--- src/rtl/uart_pkg.sv ---
// Shared UART definitions: transmit FSM encoding, baud rate codes and data width.
// Used by the transmit controller and the bit timer (and the future receiver).
package uart_pkg;

  localparam int UART_DATA_W = 8;

  // Transmit sequencer states. PARITY is only reachable when UART_PARITY_EN is defined.
  typedef enum logic [2:0] {
    IDLE   = 3'd0,
    START  = 3'd1,
    DATA   = 3'd2,
    PARITY = 3'd3,
    STOP   = 3'd4
  } tx_state_t;

  // Rate codes understood by the baud-rate sampler.
  localparam logic [2:0] BAUD_300    = 3'd0;
  localparam logic [2:0] BAUD_1200   = 3'd1;
  localparam logic [2:0] BAUD_2400   = 3'd2;
  localparam logic [2:0] BAUD_4800   = 3'd3;
  localparam logic [2:0] BAUD_9600   = 3'd4;
  localparam logic [2:0] BAUD_19200  = 3'd5;
  localparam logic [2:0] BAUD_38400  = 3'd6;
  localparam logic [2:0] BAUD_115200 = 3'd7;

  // Even parity bit: XOR of all data bits, so the total count of ones is even.
  function automatic logic even_parity(input logic [UART_DATA_W-1:0] d);
    return ^d;
  endfunction

endpackage

--- src/rtl/uart_bit_timer.sv ---
// Bit-period timer: counts sampler ticks modulo OVERSAMPLE and flags the tick
// that closes a bit period. Shared between the transmit and receive paths.
module uart_bit_timer #(
  parameter int OVERSAMPLE = 16
) (
  input  logic clk_i,
  input  logic rst_ni,
  input  logic clear_i,    // restart the bit period (has priority over tick_i)
  input  logic tick_i,     // one-cycle sampler tick, already qualified by the caller
  output logic bit_end_o   // high on the tick that completes the current bit
);

  localparam int CW = (OVERSAMPLE > 1) ? $clog2(OVERSAMPLE) : 1;
  localparam logic [CW-1:0] LAST = CW'(OVERSAMPLE - 1);

  logic [CW-1:0] cnt_q, cnt_d;

  assign bit_end_o = tick_i && (cnt_q == LAST);

  // Next count: clear wins, otherwise advance on a tick and wrap at the last tick.
  always_comb begin
    cnt_d = cnt_q;
    if (clear_i) begin
      cnt_d = '0;
    end else if (tick_i) begin
      cnt_d = bit_end_o ? '0 : cnt_q + 1'b1;
    end
  end

  // Tick counter register.
  always_ff @(posedge clk_i or negedge rst_ni) begin
    if (!rst_ni) begin
      cnt_q <= '0;
    end else begin
      cnt_q <= cnt_d;
    end
  end

endmodule

--- src/rtl/uart_tx_controller.sv ---
// UART transmit frame sequencer. Accepts a byte from the host, freezes the baud
// code for the sampler, restarts the sampler and shifts out start, 8 data bits
// (LSB first), optional even parity and stop on TxD.
// Optional feature macro: UART_PARITY_EN (adds the parity bit, 11-bit frame).
//
// Handshake: Tx_WR is a single-cycle valid strobe carrying Tx_DATA and
// baud_select. The block is ready when Tx_EN is high and Tx_BUSY is low
// (Tx_BUSY low exactly when the FSM is IDLE). A strobe that arrives while not
// ready is dropped, not held; the host must retry after Tx_BUSY falls.
module uart_tx_controller
  import uart_pkg::*;
#(
  parameter int OVERSAMPLE = 16
) (
  input  logic                   clk,
  input  logic                   reset,          // asynchronous, active low
  input  logic                   Tx_EN,
  input  logic                   Tx_WR,
  input  logic [UART_DATA_W-1:0] Tx_DATA,
  input  logic [2:0]             baud_select,
  input  logic                   sample_ENABLE,
  output logic [2:0]             baud_select_q,
  output logic                   sampler_clear,
  output logic                   TxD,
  output logic                   Tx_BUSY,
  output tx_state_t              dbg_state_o     // FSM state for observation
);

  tx_state_t              state_q, state_d;
  logic [UART_DATA_W-1:0] shift_q, shift_d;
  logic [2:0]             bit_cnt_q, bit_cnt_d;
  logic [2:0]             rate_q, rate_d;
  logic                   txd_q, txd_d;
  logic                   busy_q, busy_d;
`ifdef UART_PARITY_EN
  logic                   parity_q, parity_d;
`endif

  logic accept;
  logic timer_tick;
  logic bit_end;

  // Reset gates accept so sampler_clear is forced low while reset is asserted.
  assign accept        = Tx_WR && Tx_EN && (state_q == IDLE) && reset;
  assign sampler_clear = accept;
  // Ticks only count inside a frame; the accept-cycle tick is thus ignored.
  assign timer_tick    = sample_ENABLE && (state_q != IDLE);

  uart_bit_timer #(
    .OVERSAMPLE (OVERSAMPLE)
  ) u_bit_timer (
    .clk_i     (clk),
    .rst_ni    (reset),
    .clear_i   (accept),
    .tick_i    (timer_tick),
    .bit_end_o (bit_end)
  );

  // Next-state logic: frame sequencing, latching on accept, shifting at bit ends.
  always_comb begin
    state_d   = state_q;
    shift_d   = shift_q;
    bit_cnt_d = bit_cnt_q;
    rate_d    = rate_q;
`ifdef UART_PARITY_EN
    parity_d  = parity_q;
`endif
    case (state_q)
      IDLE: begin
        if (accept) begin
          state_d   = START;
          shift_d   = Tx_DATA;
          rate_d    = baud_select;
          bit_cnt_d = '0;
`ifdef UART_PARITY_EN
          parity_d  = even_parity(Tx_DATA);
`endif
        end
      end
      START: begin
        if (bit_end) begin
          state_d = DATA;
        end
      end
      DATA: begin
        if (bit_end) begin
          shift_d = {1'b0, shift_q[UART_DATA_W-1:1]};
          if (bit_cnt_q == 3'd7) begin
            bit_cnt_d = '0;
`ifdef UART_PARITY_EN
            state_d   = PARITY;
`else
            state_d   = STOP;
`endif
          end else begin
            bit_cnt_d = bit_cnt_q + 3'd1;
          end
        end
      end
`ifdef UART_PARITY_EN
      PARITY: begin
        if (bit_end) begin
          state_d = STOP;
        end
      end
`endif
      STOP: begin
        if (bit_end) begin
          state_d = IDLE;
        end
      end
      default: begin
        state_d = IDLE;
      end
    endcase
  end

  // Line and busy values for the next cycle, derived from the next state so
  // the registered outputs line up with the state they describe.
  always_comb begin
    txd_d  = 1'b1;
    busy_d = (state_d != IDLE);
    case (state_d)
      IDLE:    txd_d = 1'b1;
      START:   txd_d = 1'b0;
      DATA:    txd_d = shift_d[0];
`ifdef UART_PARITY_EN
      PARITY:  txd_d = parity_q;
`endif
      STOP:    txd_d = 1'b1;
      default: txd_d = 1'b1;
    endcase
  end

  // State and datapath registers; reset puts the line at idle mark.
  always_ff @(posedge clk or negedge reset) begin
    if (!reset) begin
      state_q   <= IDLE;
      shift_q   <= '0;
      bit_cnt_q <= '0;
      rate_q    <= '0;
      txd_q     <= 1'b1;
      busy_q    <= 1'b0;
    end else begin
      state_q   <= state_d;
      shift_q   <= shift_d;
      bit_cnt_q <= bit_cnt_d;
      rate_q    <= rate_d;
      txd_q     <= txd_d;
      busy_q    <= busy_d;
    end
  end

`ifdef UART_PARITY_EN
  // Parity of the latched byte, captured at accept since the shifter is consumed.
  always_ff @(posedge clk or negedge reset) begin
    if (!reset) begin
      parity_q <= 1'b0;
    end else begin
      parity_q <= parity_d;
    end
  end
`endif

  assign baud_select_q = rate_q;
  assign TxD           = txd_q;
  assign Tx_BUSY       = busy_q;
  assign dbg_state_o   = state_q;

endmodule

--- config.mk ---
export PLATFORM = sky130hd
export DESIGN_NAME = uart_tx_controller
export DESIGN_NICKNAME = d
export VERILOG_FILES = /design/src/rtl/uart_pkg.sv /design/src/rtl/uart_bit_timer.sv /design/src/rtl/uart_tx_controller.sv
export SDC_FILE = /design/constraint.sdc
export NUM_CORES = 1
export LEC_CHECK = 0
export ABC_CLOCK_PERIOD_IN_PS = 3350
export BUFFER_PORTS_ARGS = -buffer_cell sky130_fd_sc_hd__buf_4
export CORE_MARGIN = 2
export CORE_UTILIZATION = 46
export CTS_BUF_LIST = sky130_fd_sc_hd__clkbuf_16
export CTS_CLUSTER_DIAMETER = 80
export CTS_CLUSTER_SIZE = 25
export DETAILED_ROUTE_END_ITERATION = 7
export PLACE_DENSITY = 0.69
export SYNTH_ARGS = -nofsm -noshare
export SYNTH_HDL_FRONTEND = slang
export SYNTH_SLANG_ARGS = --single-unit
--- constraint.sdc ---
create_clock -name clk -period 3.35 [get_ports clk]
set_clock_uncertainty 0.05 [all_clocks]
set_input_delay 0.1675 -clock clk [delete_from_list [all_inputs] [get_ports clk]]
set_output_delay 0.1675 -clock clk [all_outputs]
set_load 0.005 [all_outputs]
# Yosys cells after proc, flatten, opt, wreduce, memory -nomap -nowiden
# Cells that the tools add are included.
[word_totals] in_bits=16 register_bits=23 wordCells=48
[classes] mux=17 add_sub_neg=2 n_eq_ne=9 n_reduce_logical=12
[ops] op="two-way mux 3 bit" n=8
[ops] op="two-way mux 8 bit" n=2
[ops] op="case mux 8 bit (2 select lines)" n=1
[ops] op="two-way mux 4 bit" n=3
[ops] op="case mux 3 bit (4 select lines)" n=1
[ops] op="equality test 3 x 1 -> 1 bit (second input constant)" n=2
[ops] op="equality test 3 x 2 -> 1 bit (second input constant)" n=2
[ops] op="equality test 3 bit (second input constant)" n=2
[ops] op="case mux 3 bit (2 select lines)" n=1
[ops] op="nonzero test 3 bit" n=2
[ops] op="logical AND 1 bit" n=5
[ops] op="adder 4 x 1 -> 4 bit (second input constant)" n=1
[ops] op="equality test 4 bit (second input constant)" n=1
[ops] op="nonzero test 2 bit" n=2
[ops] op="adder 3 x 1 -> 3 bit (second input constant)" n=1
[ops] op="logical NOT 3 bit" n=1
[ops] op="AND reduction 3 bit" n=1
[ops] op="inequality test 2 x 1 -> 1 bit (second input constant)" n=1
[ops] op="inequality test 2 bit (second input constant)" n=1
[ops] op="case mux 1 bit (2 select lines)" n=1
[ops] op="AND reduction 2 bit" n=1

# Depth between registers and ports, before layout
# Gate-level depths: netlist (run 1).
[depth] word_depth=7 depth_mapped=6 depth_no_buf=5

# By module
# Synthesis (run 1) repeated with hierarchy kept, for this count alone.
[unflattened] hier_cells=102 area_unflattened_um2=1074.8
[by_module_without_submodules] mod="uart_tx_controller" instances=1 area_per_inst_um2=869.6 cells_each=80 seq_area_each_um2=476.7
[by_module_without_submodules] mod="uart_bit_timer" instances=1 area_per_inst_um2=205.2 cells_each=22 seq_area_each_um2=100.1

# Worst setup path before layout (run 1)
# No wires, ideal clock.
[synth_timing] path_type="reg-to-reg" from="reg state_q[0], in the netlist dbg_state_o[0]" to="reg bit_cnt_q[0]" arrival_ps=1454 path_stages_with_launch=6 t_required_ps=3173 setup_slack_ps=1718 synth_period_minus_slack_ps=1632 setup_ps=127 path_cell_list="dfrtp_1 > buf_6 > or3b_4 > nor2_8 > nor2_4 > mux2_1"
[synth_between] elab_chain_cells=5 word_cells_on_any_way=12
[synth_lines] element="from (decl)" line_no="uart_tx_controller.sv:29" rtl="tx_state_t state_q, state_d;"
[synth_lines] element="from (signal assigned)" line_no="uart_tx_controller.sv:145" rtl="state_q <= state_d;"
[synth_lines] element="nonzero test 3 bit or logical NOT 3 bit (tied branches)" line_no="uart_tx_controller.sv:47, uart_tx_controller.sv:44, uart_tx_controller.sv:68"
[synth_lines] element="logical AND 1 bit, on equally long branches" line_no="uart_tx_controller.sv:47, uart_tx_controller.sv:44"
[synth_lines] element="logical AND 1 bit, on equally long branches" line_no="uart_bit_timer.sv:18, uart_tx_controller.sv:44"
[synth_lines] element="inequality test 2 x 1 -> 1 bit (no source line) or inequality test 2 bit (tied branches)"
[synth_lines] element="AND reduction 3 bit (no source line)"
[synth_lines] element="to (signal assigned)" line_no="uart_tx_controller.sv:147" rtl="bit_cnt_q <= bit_cnt_d;"
[synth_lines] element="to (decl)" line_no="uart_tx_controller.sv:31" rtl="logic [2:0] bit_cnt_q, bit_cnt_d;"
# Several ways; a longest one is shown, not always the timed one.
# A chain may end at the register's enable or synchronous reset.

# Worst setup path in the final report (run 1)
[layout_timing] from="in reset" to="out sampler_clear"
[layout_between] elab_chain_cells=1
[layout_lines] element="from (decl)" line_no="uart_tx_controller.sv:16" rtl="input logic reset,"
[layout_lines] element="logical AND 1 bit" line_no="uart_tx_controller.sv:44" rtl="assign accept = Tx_WR && Tx_EN && (state_q == IDLE) && reset;"
[layout_lines] element="to (decl)" line_no="uart_tx_controller.sv:23" rtl="output logic sampler_clear,"
# No other way between the ends.

==> results of run 1 <==
## worst reg2reg max path: cells and delay by family, from the launching register on
| kind | cells | cell delay [ns] |
|---|---|---|
| mux | 1 | 0.35 |
| flops | 1 | 0.42 |
| fa+ha+maj | 1 | 0.26 |
| simple gates | 3 | 0.56 |
## cells in the final DEF (no fill, tap or decap), types with 2 or more instances in the layout
master	count
a21o_1	7
a21oi_1	3
a22o_1	9
and3_1	2
buf_4	25
clkbuf_16	3
dfrtp_1	22
ha_1	3
inv_1	3
mux2_1	2
mux2_2	3
mux2i_1	2
nand2_1	7
nand3_1	2
nand3b_1	2
nand4_1	2
nor2_1	5
nor3_1	4
o22ai_1	2
## area by class of cell
cell class	count	area, µm²
flip-flops and latches	23	577
well taps	30	37.5
clock inverters	1	3.75
fillers	197	988
multi-input cells	69	523
inverters	2	7.51
repair buffers	26	198
clock buffers	3	75.1
## power by group
| part | switching [µW] | internal [µW] | total, µW | leakage, µW |
|---|---|---|---|---|
| clock | 91.4 | 159 | 250 | 0.0000423 |
| sequential | 91.9 | 402 | 493 | 0.000286 |
| combinational | 116 | 168 | 284 | 0.000413 |
| total | 299 | 729 | 1030 | 0.000742 |
## sequential cells by signal, indices dropped and copies added (netlist names)
name / flops
baud_select_q: 3
bit_cnt_q: 3
TxD: 1
shift_q: 8
Tx_BUSY: 1
u_bit_timer.cnt_q: 4
dbg_state_o: 3
## stage by stage
stage	std cells	hold WS (ns)	setup WS, ns
final	154	0.0909	1.43
after CTS	154	0.0878	1.38
after global placement	149	0.0317	1.63
after detailed placement	149	0.0331	1.59
after floorplan	100	-0.178	1.72
after global routing	154	0.0917	1.25
## final timing paths
path                                 startpoint            end  depth (start not counted)
max                                       reset  sampler_clear                          6
min                                  Tx_DATA[7]     shift_q[7]                          2
max reg2reg                u_bit_timer.cnt_q[0]   bit_cnt_q[0]                          5
min reg2reg                          shift_q[0]     shift_q[0]                          1
max in group asynchronous                 reset            TxD                          2
min in group asynchronous                 reset        Tx_BUSY                          2
## layer usage
layer / share of wire / global-route usage / up-vias
met2: 0.48 / 0.278 / 25
met1: 0.46 / 0.216 / 397
met5: 0 / 0 / -
met4: 0.017 / 0.0769 / 0
li1: - / - / 416
met3: 0.049 / 0.0417 / 5
## cells by family (layout without fill, tap and decap cells)
group / Yosys count / in the layout / synth area share
flops: 23 / 23 / 0.503
mux: 7 / 7 / 0.0666
compound gates: 26 / 26 / 0.172
simple gates: 32 / 32 / 0.171
buf+inv: 8 / 32 / 0.0459
fa+ha+maj: 3 / 3 / 0.0328
xor+xnor: 1 / 1 / 0.00764
==> results.json, run 1 <==
{
  "outcome": "finished clean",
  "clockBufferDepth": 2,
  "grt_max_degree": 25,
  "critical_path_peak_fanout": 24,
  "grt_use_total": 0.172,
  "fin_util": 0.590,
  "criticalPathCategory": "input pin to primary output",
  "clk_pin_slew_ns": 0.06,
  "die_width_um": 53.9,
  "rrSetupSlack_ns": 1.58,
  "synth_seq_area_share": 0.503,
  "io_pins": 25,
  "setup_viol": 0,
  "slew-limit-headroom": 0.688,
  "synth_edf_count": 0,
  "async_flop_share": 1.00,
  "start_util": 0.476,
  "grt-ovfl-total": 0,
  "synth-seq-cells": 23,
  "worst_pin_slew_ns": 0.463,
  "cts_tree": "done",
  "postCtsHoldBufs": 1,
  "vias": 843,
  "cp-end-kind": "primary output",
  "yosys.cell_count.top_type": "dfrtp_1",
  "cts_made_buffers": 3,
  "syn-cell-area_um2": 1150,
  "crit_slowest_cell": "dlygate4sd3_1",
  "rows": 18,
  "syn_inst": 100,
  "finalNetCount": 144,
  "leakagePower_uw": 0.000742,
  "cts_root_buf": "clkbuf_16",
  "cp_num_buf_inv": 4,
  "ys_warn_count": 0,
  "core_area_um2": 2410,
  "ctsResizeCount": 0,
  "cts.sinks": 23,
  "synth_area_leaders": "dfrtp_1 (48%), a22o_1 (6.9%), a21o_1 (4.6%)",
  "syn_avg_cell_area_um2": 11.5,
  "ys_types": 35,
  "wl_um": 2110,
  "fp.dieH_um": 53.9,
  "drt_iter0_drc": 9,
  "dp_hpwl_um": 1490,
  "placed_cell_area_um2": 1330,
  "min_path_type": "input pin to flop",
  "p_per_area_nw_per_um2": 723,
  "grt_pass1_wl_um": 3470,
  "critPathMaxStageDelay_ns": 0.52,
  "postCtsSetupBuffers": 0,
  "clock.fmax_mhz": 520,
  "cts.htree.levels": 1,
  "path_common_cell": "buf_4",
  "final_cell_area_um2": 1420,
  "finalHoldViolations": 0,
  "syn_to_final_growth_pct": 24.0,
  "synth_ff_type": "dfrtp_1",
  "synth_fp_nets": 119,
  "drcViolationCount": 0,
  "vias_per_cell": 5.47,
  "num_antenna_cells": 0,
  "fin_setup_tns_ns": 0,
  "period_share": 0.575,
  "synth_top_area_cell": "dfrtp_1",
  "ant_nets": 0,
  "arrival_ns": 1.71,
  "fin_total_pwr_uw": 1030,
  "max-vdd-ir-drop_uv": 396,
  "antenna_found_initial": 0,
  "crit_chain": "dlygate4sd3_1, buf_4, nand3_1, nor4_2, buf_4, buf_4",
  "final_max_slew_viol_count": 0,
  "fin_crit_ns": 1.92,
  "gp_congestion": 0.768,
  "avgRoutedWirePerCell_um": 13.7,
  "first_pass_iters": 4,
  "yosys.area.top_type_share": 0.480,
  "drv_cap": 0,
  "required_ns": 3.13,
  "clk_latency_ns": 0.25,
  "cp_top_family": "buffers and inverters",
  "synth.top_cells.by_count": "dfrtp_1 (22), a22o_1 (9), a21o_1 (7), nand2_1 (7), nor2_1 (5)",
  "start_kind": "input pin",
  "grt_pass1_vias": 783,
  "dieArea_um2": 2910,
  "portBuffers": 24,
  "drive_gt1_frac": 0.298,
  "rsz0062_at_grt": "false"
}
Power figures use the tool's default switching activity.
==> inputs of run 2 (changes only) <==
--- a/config.mk
+++ b/config.mk
@@ -5,7 +5,7 @@
 export SDC_FILE = /design/constraint.sdc
 export NUM_CORES = 1
 export LEC_CHECK = 0
-export ABC_CLOCK_PERIOD_IN_PS = 3350
+export ABC_CLOCK_PERIOD_IN_PS = 1600
 export BUFFER_PORTS_ARGS = -buffer_cell sky130_fd_sc_hd__buf_4
 export CORE_MARGIN = 2
 export CORE_UTILIZATION = 46
@@ -13,7 +13,7 @@
 export CTS_CLUSTER_DIAMETER = 80
 export CTS_CLUSTER_SIZE = 25
 export DETAILED_ROUTE_END_ITERATION = 7
-export PLACE_DENSITY = 0.69
+export PLACE_DENSITY = 0.72
 export SYNTH_ARGS = -nofsm -noshare
 export SYNTH_HDL_FRONTEND = slang
 export SYNTH_SLANG_ARGS = --single-unit
==> constraint.sdc (replaced) <==
create_clock -name clk -period 1.6 [get_ports clk]
set_clock_uncertainty 0.05 [all_clocks]
set_input_delay 0.08 -clock clk [delete_from_list [all_inputs] [get_ports clk]]
set_output_delay 0.08 -clock clk [all_outputs]
set_load 0.005 [all_outputs]
==> run 2 against run 1 <==
Compared with the run above: the flow now finishes with violations (negative hold slack); cell count is 9.1% higher; non-clock buffer count up 14; cell area increased by 8.3%; flip-flop and latch count is the same; die area stayed put; sequential share of layout area fell by 3.1 points; routed wire length rose by 13%; clock power up 120%; combinational power grew to 2.6 times the previous value; largest power group unchanged; setup slack lost 1.4 ns.
==> results.json, run 2 (synthesized netlist as in run 1, its figures left out) <==
{
  "reg2reg_from": "dbg_state_o[0]",
  "critical_path_peak_fanout": 7,
  "slew-limit-headroom": 0.733,
  "stdcell_count": 168,
  "gp_congestion": 0.794,
  "vias_per_cell": 5.49,
  "die_width_um": 53.9,
  "p_per_area_nw_per_um2": 1480,
  "io_pins": 25,
  "start_kind": "flop",
  "criticalPathCategory": "flop to flop",
  "whs_path_depth": 2,
  "required_ns": 1.69,
  "cts.htree.levels": 1,
  "clk_pin_slew_ns": 0.06,
  "start_util": 0.476,
  "min_path_type": "input pin to flop",
  "wl_um": 2370,
  "rows": 18,
  "postCtsSetupBuffers": 0,
  "finalHoldViolations": 1,
  "r2r_cells": 4,
  "layout_setup_ws_ns": 0.0496,
  "drcViolationCount": 0,
  "critPathLaunch": "dbg_state_o[0]",
  "grt_pass1_wl_um": 4060,
  "num_antenna_cells": 0,
  "portBuffers": 24,
  "clk_latency_ns": 0.26,
  "worst_pin_slew_ns": 0.397,
  "final_common_cell": "buf_4",
  "dp_hpwl_um": 1750,
  "dieArea_um2": 2910,
  "crit_slowest_cell": "or3b_4",
  "rrSetupSlack_ns": 0.05,
  "antenna_found_initial": 0,
  "leakagePower_uw": 0.000803,
  "clockBufferDepth": 2,
  "crit_chain": "or3b_4, nor2_8, nor2_4, mux2_1",
  "grt_max_degree": 24,
  "rsz0062_at_grt": "false",
  "hold_slack_ns": -0.00184,
  "grt_use_total": 0.204,
  "violations": "negative hold slack",
  "fp.dieH_um": 53.9,
  "crit_end": "bit_cnt_q[0]",
  "cts_tree": "done",
  "regMostFlops": "shift_q",
  "dp_cells": 163,
  "cp-end-kind": "flop",
  "cts_root_buf": "clkbuf_16",
  "drive_gt1_frac": 0.384,
  "avgRoutedWirePerCell_um": 14.1,
  "place_ws_ns": 0.0120,
  "cts.sinks": 23,
  "final_max_slew_viol_count": 0,
  "grt_pass1_vias": 905,
  "clock.fmax_mhz": 645,
  "syn_to_final_growth_pct": 34.3,
  "placed_cell_area_um2": 1440,
  "grt-ovfl-total": 0,
  "setup_viol": 0,
  "critPathMaxStageDelay_ns": 0.46,
  "r2r_end": "bit_cnt_q[0]",
  "layout_common_cells": "buf_4 (39), dfrtp_1 (22), a22o_1 (9)",
  "finalNetCount": 158,
  "fin_crit_ns": 1.55,
  "max-vdd-ir-drop_uv": 908,
  "largest_reg_flops": 8,
  "first_pass_iters": 4,
  "ant_nets": 0,
  "drt_iter0_drc": 13,
  "reg_top3": "shift_q (8), u_bit_timer.cnt_q (4)",
  "vias": 922,
  "arrival_ns": 1.64,
  "cts_made_buffers": 3,
  "outcome": "complete, but fails checks",
  "core_area_um2": 2410,
  "drv_cap": 0,
  "period_share": 0.969,
  "final_cell_area_um2": 1540,
  "fin_setup_tns_ns": 0
}
run 2: final cells by class:
class | count | area (µm²)
repair buffers | 40 | 303
clock buffers | 3 | 75.1
well taps | 30 | 37.5
multi-input cells | 69 | 534
flip-flops and latches | 23 | 577
fillers | 198 | 871
clock inverters | 1 | 5.00
inverters | 2 | 7.51
run 2: worst min path at each step:
stage,startpoint,to
3_3_place_gp,reset,dbg_state_o[2]
5_1_grt,Tx_DATA[7],shift_q[7]
6_report,baud_select[0],baud_select_q[0]
3_5_place_dp,reset,u_bit_timer.cnt_q[3]
2_1_floorplan,reset,Tx_BUSY
4_1_cts,Tx_DATA[7],shift_q[7]
run 2: where the power goes:
group	switching, µW	internal, µW
combinational	297	431
sequential	173	841
clock	207	336
run 2: per-layer routing:
layer	track usage	up-vias	routed length (µm)
li1	-	446	-
met1	0.258	448	1090
met2	0.329	23	1130
met3	0.0417	5	105
met4	0.103	0	48
met5	0	-	0
run 2: timing repair:
action / CTS / global route
hold buffers: 1 / 0
pin swaps: 1 / 0
resized for setup: 0 / 2
hold endpoints to repair: 22 / 0
setup endpoints to repair: 1 / 10
run 2: metrics by stage:
step	util	hold WS (ns)	total power, µW
after CTS	0.634	0.00135	2290
after floorplan	-	-0.266	1410
after global routing	0.639	0.00342	2440
final	0.639	-0.00184	2280
after detailed placement	0.597	0.0358	1740
after global placement	0.597	0.0356	1700
run 2: critical path: cells and delay by family (launching register included):
kind / cells / cell delay (ns)
AND/OR/NAND/NOR: 3 / 0.65
flip-flops: 1 / 0.41
multiplexers: 1 / 0.32
==> inputs of run 3 (changes only) <==
--- a/config.mk
+++ b/config.mk
@@ -6,7 +6,7 @@
 export NUM_CORES = 1
 export LEC_CHECK = 0
 export ABC_CLOCK_PERIOD_IN_PS = 1600
-export BUFFER_PORTS_ARGS = -buffer_cell sky130_fd_sc_hd__buf_4
+export BUFFER_PORTS_ARGS = -buffer_cell sky130_fd_sc_hd__buf_2
 export CORE_MARGIN = 2
 export CORE_UTILIZATION = 46
 export CTS_BUF_LIST = sky130_fd_sc_hd__clkbuf_16
@@ -17,3 +17,4 @@
 export SYNTH_ARGS = -nofsm -noshare
 export SYNTH_HDL_FRONTEND = slang
 export SYNTH_SLANG_ARGS = --single-unit
+export TNS_END_PERCENT = 10
==> run 3 against run 2 <==
Compared with the run above: the run now ends clean; sequential power barely moved; via count up 0.33%; non-clock buffer count is 1 higher; flip-flop and latch count unchanged; highest routed layer unchanged; utilization down 1.7 points; total power shrank 2.5%; die area unchanged; global-route usage is 0.77 points lower; cell count grew 0.60%; sequential share of layout area increased by 1.1 points; critical path type unchanged; hold slack improved by 0.0051 ns; setup slack worse by 0.014 ns; critical endpoint unchanged.
==> results.json, run 3 (synthesized netlist as in run 1, its figures left out) <==
{
  "wl_um": 2410,
  "p_per_area_nw_per_um2": 1490,
  "dieArea_um2": 2910,
  "cts.sinks": 23,
  "regMostFlops": "shift_q",
  "stdcell_count": 169,
  "max-vdd-ir-drop_uv": 1140,
  "crit_chain": "ha_1, nand4_2, nor2_8, nor2_4, mux2_1",
  "grt_max_degree": 24,
  "crit_slowest_cell": "dfrtp_1",
  "criticalPathCategory": "flop to flop",
  "dp_hpwl_um": 1770,
  "period_share": 0.978,
  "layout_common_cells": "buf_2 (24), dfrtp_1 (21), buf_4 (15)",
  "gp_congestion": 0.791,
  "start_util": 0.476,
  "clk_pin_slew_ns": 0.06,
  "avgRoutedWirePerCell_um": 14.3,
  "portBuffers": 24,
  "drv_cap": 0,
  "drive_gt1_frac": 0.396,
  "vias": 925,
  "start_kind": "flop",
  "rows": 18,
  "cts.htree.levels": 1,
  "cts_root_buf": "clkbuf_16",
  "min_path_type": "input pin to flop",
  "arrival_ns": 1.65,
  "fp.dieH_um": 53.9,
  "final_common_cell": "buf_2",
  "cts_tree": "done",
  "critical_path_peak_fanout": 6,
  "pwr-share-seq": 0.455,
  "core_area_um2": 2410,
  "finalNetCount": 159,
  "grt_pass1_wl_um": 4020,
  "clockBufferDepth": 2,
  "p_int_uw": 1560,
  "finalHoldViolations": 0,
  "worst_pin_slew_ns": 0.337,
  "antenna_found_initial": 0,
  "ant_nets": 0,
  "cp_num_buf_inv": 0,
  "required_ns": 1.69,
  "num_antenna_cells": 0,
  "fin_setup_tns_ns": 0,
  "vias_per_cell": 5.47,
  "grt_pass1_vias": 960,
  "comb_power_share": 0.308,
  "reg_top3": "shift_q (8), u_bit_timer.cnt_q (4)",
  "setup_viol": 0,
  "critPathMaxStageDelay_ns": 0.39,
  "fin_total_pwr_uw": 2230,
  "grt_use_total": 0.196,
  "drt_iter0_drc": 4,
  "cts_made_buffers": 3,
  "final_max_slew_viol_count": 0,
  "slew-limit-headroom": 0.774,
  "p_clk_frac": 0.237,
  "die_width_um": 53.9,
  "syn_to_final_growth_pct": 30.7,
  "largest_reg_flops": 8,
  "swShare": 0.302,
  "cp-end-kind": "flop",
  "cp_top_family": "simple AND/OR/NAND/NOR gates",
  "first_pass_iters": 4,
  "fin_crit_ns": 1.56,
  "leakagePower_uw": 0.000806,
  "clock.fmax_mhz": 639,
  "power_switching_uw": 672,
  "fin_util": 0.621,
  "grt-ovfl-total": 0,
  "dp_cells": 162,
  "rsz0062_at_grt": "true",
  "drcViolationCount": 0,
  "clk_latency_ns": 0.25,
  "outcome": "finished clean",
  "io_pins": 25
}
-- run 3: worst paths after layout --
| kind | startpoint | cells past startpoint | slack [ns] | end |
|---|---|---|---|---|
| max | u_bit_timer.cnt_q[0] | 5 | 0.04 | bit_cnt_q[0] |
| min | baud_select[0] | 2 | 0.003 | baud_select_q[0] |
| max reg2reg | u_bit_timer.cnt_q[0] | 5 | 0.04 | bit_cnt_q[0] |
| min reg2reg | shift_q[2] | 1 | 0.43 | shift_q[2] |
| max in group asynchronous | reset | 3 | 0.91 | TxD |
| min in group asynchronous | reset | 3 | 0.30 | dbg_state_o[2] |
-- run 3: power groups by stage --
stage / Sequential (µW) / Combinational [µW] / Clock [µW]
after global routing: 1050 / 768 / 562
after CTS: 1010 / 673 / 537
after global placement: 1000 / 628 / 0
after detailed placement: 1020 / 661 / 0
final: 1010 / 686 / 528
after floorplan: 990 / 418 / 0
-- run 3: cell type report --
cell class / count / area [µm²]
Timing Repair Buffer: 41 / 263
Fill cell: 203 / 912
Clock inverter: 1 / 3.75
Sequential cell: 23 / 578
Inverter: 2 / 7.51
Multi-Input combinational cell: 69 / 533
Tap cell: 30 / 37.5
Clock buffer: 3 / 75.1
-- run 3: stage by stage --
step	instance area, µm²	setup WS (ns)	hold slack [ns]
6_report	1500	0.0351	0.00329
5_1_grt	1500	-0.0228	0.00308
4_1_cts	1460	0.00168	0.00399
3_5_place_dp	1370	0.00261	0.0452
3_3_place_gp	1370	0.0412	0.0448
2_1_floorplan	1150	-0.0315	-0.266
-- run 3: repair_timing --
item / CTS / global route
endpoints found under the setup margin: 1 / 12
hold buffers: 1 / 0
pin swaps: 1 / 2
setup buffers: 0 / 2
gates resized for setup: 0 / 3
hold endpoints to repair: 22 / 0
-- run 3: layer usage --
metal  GRT usage  wire length [µm]  vias to the layer above
met5           0                 0                        -
met4      0.0812                24                        0
met3      0.0500               122                        4
met2       0.341              1260                       22
met1       0.228              1000                      454
li1            -                 -                      445
